`config.mk`:
```
export PLATFORM = sky130hd
export DESIGN_NAME = tone_detector
export DESIGN_NICKNAME = d
export VERILOG_FILES = /design/src/rtl/piano_pkg.sv /design/src/rtl/tone_edge_sync.sv /design/src/rtl/tone_detector.sv
export SDC_FILE = /design/constraint.sdc
export NUM_CORES = 1
export LEC_CHECK = 0
export CAP_MARGIN = 20
export CORE_MARGIN = 3
export CORE_UTILIZATION = 55
export CTS_BUF_LIST = sky130_fd_sc_hd__clkbuf_4 sky130_fd_sc_hd__clkbuf_8
export DETAILED_ROUTE_END_ITERATION = 12
export GPL_TIMING_DRIVEN = 1
export PLACE_DENSITY = 0.71
export SETUP_SLACK_MARGIN = 0.05
export SLEW_MARGIN = 40
export SYNTH_ARGS = -nofsm -noshare
export SYNTH_HDL_FRONTEND = slang
export SYNTH_SLANG_ARGS = --single-unit
export TNS_END_PERCENT = 20
```
`constraint.sdc`:
```
create_clock -name clk -period 11.68 [get_ports clk]
set_input_delay 3.504 -clock clk [delete_from_list [all_inputs] [get_ports clk]]
set_output_delay 3.504 -clock clk [all_outputs]
set_load 0.01 [all_outputs]
```
`src/rtl/piano_pkg.sv`:
```
// Shared piano constants: the note count, the clock rate and the half-period table
// used by the buzzer generator and the tone detector. Also the detector's FSM state type.
package piano_pkg;

  localparam int NUM_NOTES = 16;
  localparam int CLK_HZ    = 100_000_000;

  typedef logic [4:0] note_idx_t;

  // Half-period of each note in CLK_HZ cycles, C4 (index 0) .. D6 (index 15)
  localparam logic [31:0] HALF_PERIOD [NUM_NOTES] = '{
    32'd191570, 32'd170648, 32'd151975, 32'd143266,
    32'd127551, 32'd113636, 32'd101419, 32'd95602,
    32'd85178,  32'd75872,  32'd71633,  32'd63775,
    32'd56818,  32'd50658,  32'd47801,  32'd42589
  };

  typedef enum logic [1:0] {
    ST_IDLE,
    ST_SCAN,
    ST_UPDATE
  } det_state_t;

endpackage

```
`src/rtl/tone_edge_sync.sv`:
```
// Synchronises tone_in and emits a one-cycle pulse on every accepted level change.
// TONE_DETECT_GLITCH_FILTER_EN adds a 3-sample hold requirement before a change is accepted.
module tone_edge_sync (
  input  logic clk,
  input  logic rst,
  input  logic tone_in,
  output logic tone_edge
);

  logic sync_p0, sync_p1, level_p2;
`ifdef TONE_DETECT_GLITCH_FILTER_EN
  logic [1:0] hold_cnt;
  logic       accept_p3;
`endif

  always_ff @(posedge clk or negedge rst) begin
    if (!rst) begin
      sync_p0   <= 1'b0;
      sync_p1   <= 1'b0;
      level_p2  <= 1'b0;
      tone_edge <= 1'b0;
`ifdef TONE_DETECT_GLITCH_FILTER_EN
      hold_cnt  <= '0;
      accept_p3 <= 1'b0;
`endif
    end else begin
      sync_p0 <= tone_in;
      sync_p1 <= sync_p0;
`ifdef TONE_DETECT_GLITCH_FILTER_EN
      // A new level must differ from the accepted one on three consecutive samples
      if (sync_p1 == level_p2) begin
        hold_cnt  <= '0;
        accept_p3 <= 1'b0;
      end else if (hold_cnt == 2'd2) begin
        level_p2  <= sync_p1;
        hold_cnt  <= '0;
        accept_p3 <= 1'b1;
      end else begin
        hold_cnt  <= hold_cnt + 2'd1;
        accept_p3 <= 1'b0;
      end
      tone_edge <= accept_p3;
`else
      level_p2  <= sync_p1;
      tone_edge <= sync_p1 ^ level_p2;
`endif
    end
  end

endmodule

```
`src/rtl/tone_detector.sv`:
```
// Measures tone_in half-periods and maps them to a debounced piano note index.
// Optional TONE_DETECT_GLITCH_FILTER_EN enables the input glitch filter in tone_edge_sync.
module tone_detector
  import piano_pkg::*;
#(
  parameter int TOL_SHIFT  = 5,
  parameter int STABLE_CNT = 4,
  parameter int TIMEOUT    = 400000,
  parameter int HP_SHIFT   = 0
) (
  input  logic      clk,
  input  logic      rst,
  input  logic      tone_in,
  output logic      note_valid,
  output note_idx_t note,
  output logic      note_changed
);

  localparam int              CNT_W     = $clog2(STABLE_CNT + 1);
  localparam logic [31:0]     TIMEOUT_C = 32'(TIMEOUT);
  localparam logic [CNT_W-1:0] STABLE_C = CNT_W'(STABLE_CNT);
  localparam logic [CNT_W-1:0] STABLE_M1 = CNT_W'(STABLE_CNT - 1);
  localparam logic [3:0]      LAST_IDX  = 4'(NUM_NOTES - 1);

  logic             tone_edge;
  logic             armed;
  logic             timeout_hit;
  logic             eval_start;
  logic             scan_hit;
  logic [31:0]      hp_cnt;
  logic [31:0]      hp_meas;
  det_state_t       state;
  logic [3:0]       scan_idx;
  logic [3:0]       hit_idx;
  logic             hit_found;
  logic [3:0]       cand;
  logic [CNT_W-1:0] stable_cnt;

  // HP_SHIFT scales the table for builds clocked at CLK_HZ >> HP_SHIFT
  function automatic logic half_period_match(input logic [31:0] meas,
                                             input logic [31:0] entry);
    logic [31:0] ref_hp;
    logic [31:0] diff;
    ref_hp = entry >> HP_SHIFT;
    diff   = (meas > ref_hp) ? (meas - ref_hp) : (ref_hp - meas);
    return diff <= (ref_hp >> TOL_SHIFT);
  endfunction

  tone_edge_sync u_edge_sync (
    .clk       (clk),
    .rst       (rst),
    .tone_in   (tone_in),
    .tone_edge (tone_edge)
  );

  assign timeout_hit = !tone_edge && (hp_cnt == TIMEOUT_C - 32'd1);
  assign eval_start  = tone_edge && armed;
  assign scan_hit    = half_period_match(hp_meas, HALF_PERIOD[scan_idx]);

  // Measurement stage: half-period counter and arming
  always_ff @(posedge clk or negedge rst) begin
    if (!rst) begin
      hp_cnt <= '0;
      armed  <= 1'b0;
    end else if (tone_edge) begin
      hp_cnt <= 32'd1;
      armed  <= 1'b1;
    end else begin
      if (hp_cnt < TIMEOUT_C) hp_cnt <= hp_cnt + 32'd1;
      if (timeout_hit) armed <= 1'b0;
    end
  end

  always_ff @(posedge clk) begin
    if (tone_edge) hp_meas <= hp_cnt;
  end

  // Evaluation stage: table scan, stability tracking and registered outputs
  always_ff @(posedge clk or negedge rst) begin
    if (!rst) begin
      state        <= ST_IDLE;
      scan_idx     <= '0;
      hit_idx      <= '0;
      hit_found    <= 1'b0;
      cand         <= '0;
      stable_cnt   <= '0;
      note_valid   <= 1'b0;
      note         <= '0;
      note_changed <= 1'b0;
    end else begin
      note_changed <= 1'b0;
      case (state)
        ST_IDLE: begin
          if (eval_start) begin
            state    <= ST_SCAN;
            scan_idx <= '0;
          end
        end
        ST_SCAN: begin
          if (tone_edge) begin
            hit_found <= 1'b0;
            state     <= ST_UPDATE;
          end else if (scan_hit) begin
            hit_found <= 1'b1;
            hit_idx   <= scan_idx;
            state     <= ST_UPDATE;
          end else if (scan_idx == LAST_IDX) begin
            hit_found <= 1'b0;
            state     <= ST_UPDATE;
          end else begin
            scan_idx <= scan_idx + 4'd1;
          end
        end
        ST_UPDATE: begin
          state <= ST_IDLE;
          if (!hit_found) begin
            stable_cnt <= '0;
            note_valid <= 1'b0;
          end else if (hit_idx != cand) begin
            cand       <= hit_idx;
            stable_cnt <= CNT_W'(1);
            note_valid <= 1'b0;
          end else begin
            if (stable_cnt != STABLE_C) stable_cnt <= stable_cnt + CNT_W'(1);
            if ((stable_cnt >= STABLE_M1) && !note_valid) begin
              note_valid   <= 1'b1;
              note         <= {1'b0, cand};
              note_changed <= 1'b1;
            end
          end
        end
        default: state <= ST_IDLE;
      endcase
      if (timeout_hit) begin
        stable_cnt <= '0;
        note_valid <= 1'b0;
      end
    end
  end

endmodule

```
==> out/metrics.yaml <==
layout:
  fin_nets: 841
  antenna_cells: 0
  area_growth_pct: 6.183
  drive_above_1_share: 0.07060
  stdcell_count: 947
  final_design_area_no_fill_um2: 7456
worst_setup_path:
  cp_data_required_time_ns: 11.93
  cp_num_buf_inv: 2
  slowest_delay_ns: 0.73
  critPathArrivalTime_ns: 7.68
  start_kind: "flop"
  path_max_fanout: 12
  cp-end-kind: "flop"
  crit_family: "simple AND/OR/NAND/NOR gates"
  crit_slowest_cell: "o41ai_4"
  critical_path_class: "reg -> reg"
place:
  dp_hpwl_mm: 13.72
  dp.cells: 930
  numPortBuffers: 8
  pre_cts_slack_ns: 4.351
  dpl_cell_area_um2: 7223
  place.gp.congestion: 0.9468
grt:
  grt_pass1_wl_mm: 28.53
  grt_pass1_vias: 5612
  overflow: 0
  grt_max_degree: 70
  antenna_found_initial: 0
  globalRouteTotalUtil: 0.2504
synthesis:
  syn_avg_cell_area_um2: 9.014
  yosys-top-cells-area: "dfrtp_1, edfxtp_1, ha_1"
  yosysSeqAreaShare: 0.3542
  syn_nets: 846
  synth_edf_count: 32
  async_flop_share: 0.6559
  syn_area_um2: 7022
  synth_seq_cells: 93
  ys_top_cells_by_count: "nor2_1, ha_1, dfrtp_1, inv_1, a21oi_1"
  synth_most_common_cell: "nor2_1"
  yosysWarnings: 0
  synth.top_cell.area_share: 0.2174
  yosysTopAreaCell: "dfrtp_1"
  ys.flop_type: "dfrtp_1"
  syn_inst: 779
  synth_cell_type_count: 78
die:
  core_area_um2: 12260
  start_util: 0.5727
  dieHeight_um: 119.0
  pin_count: 10
  die_w_um: 119.0
  placement_rows: 40
  die-area_um2: 14160
sta:
  setup_viol: 0
  tightest_slew_ns: 0.8046
  fin_ws_ns: 4.257
  fmax_mhz: 134.7
  relSlewSlack: 0.4623
  setup_tns_ns: 0
  finClkSkew_ns: 0.01423
  rsz0062_at_grt: "false"
  final_hold_viol_count: 0
  drv_slew: 0
  finalCritPeriodShare: 0.6355
  period_minus_slack_ns: 7.423
route:
  viasPerCell: 6.183
  ant_nets: 0
  routed_wl_mm: 17.50
  route.detailed.drc: 0
  first_pass_iters: 5
  initialDrtViolationCount: 694
  routedWlPerCell_um: 18.48
  num_vias: 5855
power_and_ir_drop:
  total_power_mw: 1.769
  power_density_nw_per_um2: 237.3
  p_leak_nw: 3.247
  vdd_drop_max_v: 0.0001159
clocking:
  cts_max_level: 3
  post_cts_buffers: 0
  clock_latency_ns: 0.37
  cts_sinks: 93
  tritoncts: "built"
  clock_path_buffers: 2
  hold_buffers: 0
  cts-buffers-inserted: 9
  clockRootBuffer: "clkbuf_8"
  clkTransAtPathRegs_ns: 0.09
  ctsResizeCount: 0
outcome:
  status: "complete, no violations"
min_path:
  hp-class: "reg -> reg"
flow_run:
  max_cap_viol_count: 0
## cells in the final DEF, fill, tap and decap left out, types with 4 or more instances in the layout
master	synthesis	routed
o2111ai_1	5	5
clkbuf_8	0	9
nor4_1	12	12
nand3_1	30	30
nor2_1	71	71
xnor2_1	22	22
nand2_1	54	54
a21oi_1	59	59
o21ai_0	41	41
nand2b_1	10	10
o31a_1	4	4
mux2_2	8	8
or3_1	6	6
dfrtp_1	61	58
a221oi_1	4	4
a31oi_1	8	8
inv_1	60	60
nor2b_1	20	20
ha_1	62	62
buf_4	1	4
o21a_1	9	9
a211oi_1	8	8
nand4_1	13	13
xor2_1	25	25
o22ai_1	4	4
o21bai_1	5	5
clkdlybuf4s50_1	0	7
nor3_1	13	13
a21o_1	10	10
mux2_4	4	4
and4_1	5	5
a21boi_0	5	5
mux2i_1	12	12
o211ai_1	6	6
a31o_2	4	4
edfxtp_1	32	32
## power by group
part | switching, mW | internal [mW] | total [mW]
registers | 0.0389 | 0.363 | 0.402
clock network | 0.117 | 0.103 | 0.219
logic | 0.720 | 0.427 | 1.15
## worst reg2reg max path, cell delays in order (launching register included)
cell	delay, ns
dfrtp_1	0.59
inv_1	0.22
ha_1	0.45
or2_1	0.32
nand2_1	0.11
nand2_1	0.05
o21ai_0	0.16
ha_1	0.37
a21oi_1	0.29
a21oi_1	0.11
nor4_1	0.39
a21oi_1	0.27
o41ai_4	0.73
buf_4	0.31
nor2_1	0.07
a221oi_1	0.27
xnor2_1	0.11
ha_1	0.29
and3_1	0.14
nand3_1	0.11
nor4_1	0.23
nand4_1	0.13
a31o_2	0.26
nor3b_1	0.21
nand3_1	0.13
nor4_2	0.45
nand4_4	0.21
mux2_4	0.35
## layout make-up
class / count / area (um2)
Fill cell: 1080 / 4806
Multi-Input combinational cell: 597 / 4199
Sequential cell: 93 / 2491
Inverter: 60 / 225.2
Tap cell: 168 / 210.2
Timing Repair Buffer: 13 / 125.1
Clock buffer: 9 / 123.9
Clock inverter: 7 / 81.33
## flip-flops by register name (all words and copies together) (netlist names), 2 cells and up
name	cells
hp_meas	32
cand	4
scan_idx	4
note	4
hp_cnt	32
stable_cnt	3
hit_idx	4
state	2
## per-layer routing
layer | GRT usage | up-vias | share of wire
met2 | 0.4041 | 210 | 0.46
met3 | 0.03229 | 34 | 0.051
met1 | 0.3493 | 2819 | 0.46
met5 | 0 | - | 0
met4 | 0.08400 | 0 | 0.028
li1 | - | 2792 | -
## stage by stage
step / util / hold WS [ns]
after floorplan: - / 0.3312
after detailed placement: 0.5891 / 0.3463
after global routing: 0.6081 / 0.3795
after global placement: 0.5883 / 0.3479
final: 0.6081 / 0.3706
after CTS: 0.6058 / 0.3764
## path summary, 6_finish.rpt
check                                    start               endpoint  slack, ns  cells past startpoint
max in group asynchronous                  rst  u_edge_sync.tone_edge       8.08                      3
setup reg to reg                   scan_idx[0]             hit_idx[0]       4.26                     27
setup / recovery                   scan_idx[0]             hit_idx[0]       4.26                     27
hold reg to reg            u_edge_sync.sync_p0    u_edge_sync.sync_p1       0.37                      0
hold / removal             u_edge_sync.sync_p0    u_edge_sync.sync_p1       0.37                      0
min in group asynchronous                  rst                cand[3]       3.07                      2
## cells by family after synthesis
kind of cell               share of synthesized area
DFF                                           0.3542
adders and majority gates                     0.1162
muxes                                        0.03849
xor gates and xnor gates                     0.06094
and+or+nand+nor                               0.1973
other                                      0.0005341
AOI/OAI and AO/OA                             0.1825
buffers and inverters                        0.04989
Note: power is estimated with default switching activity, not from simulation.
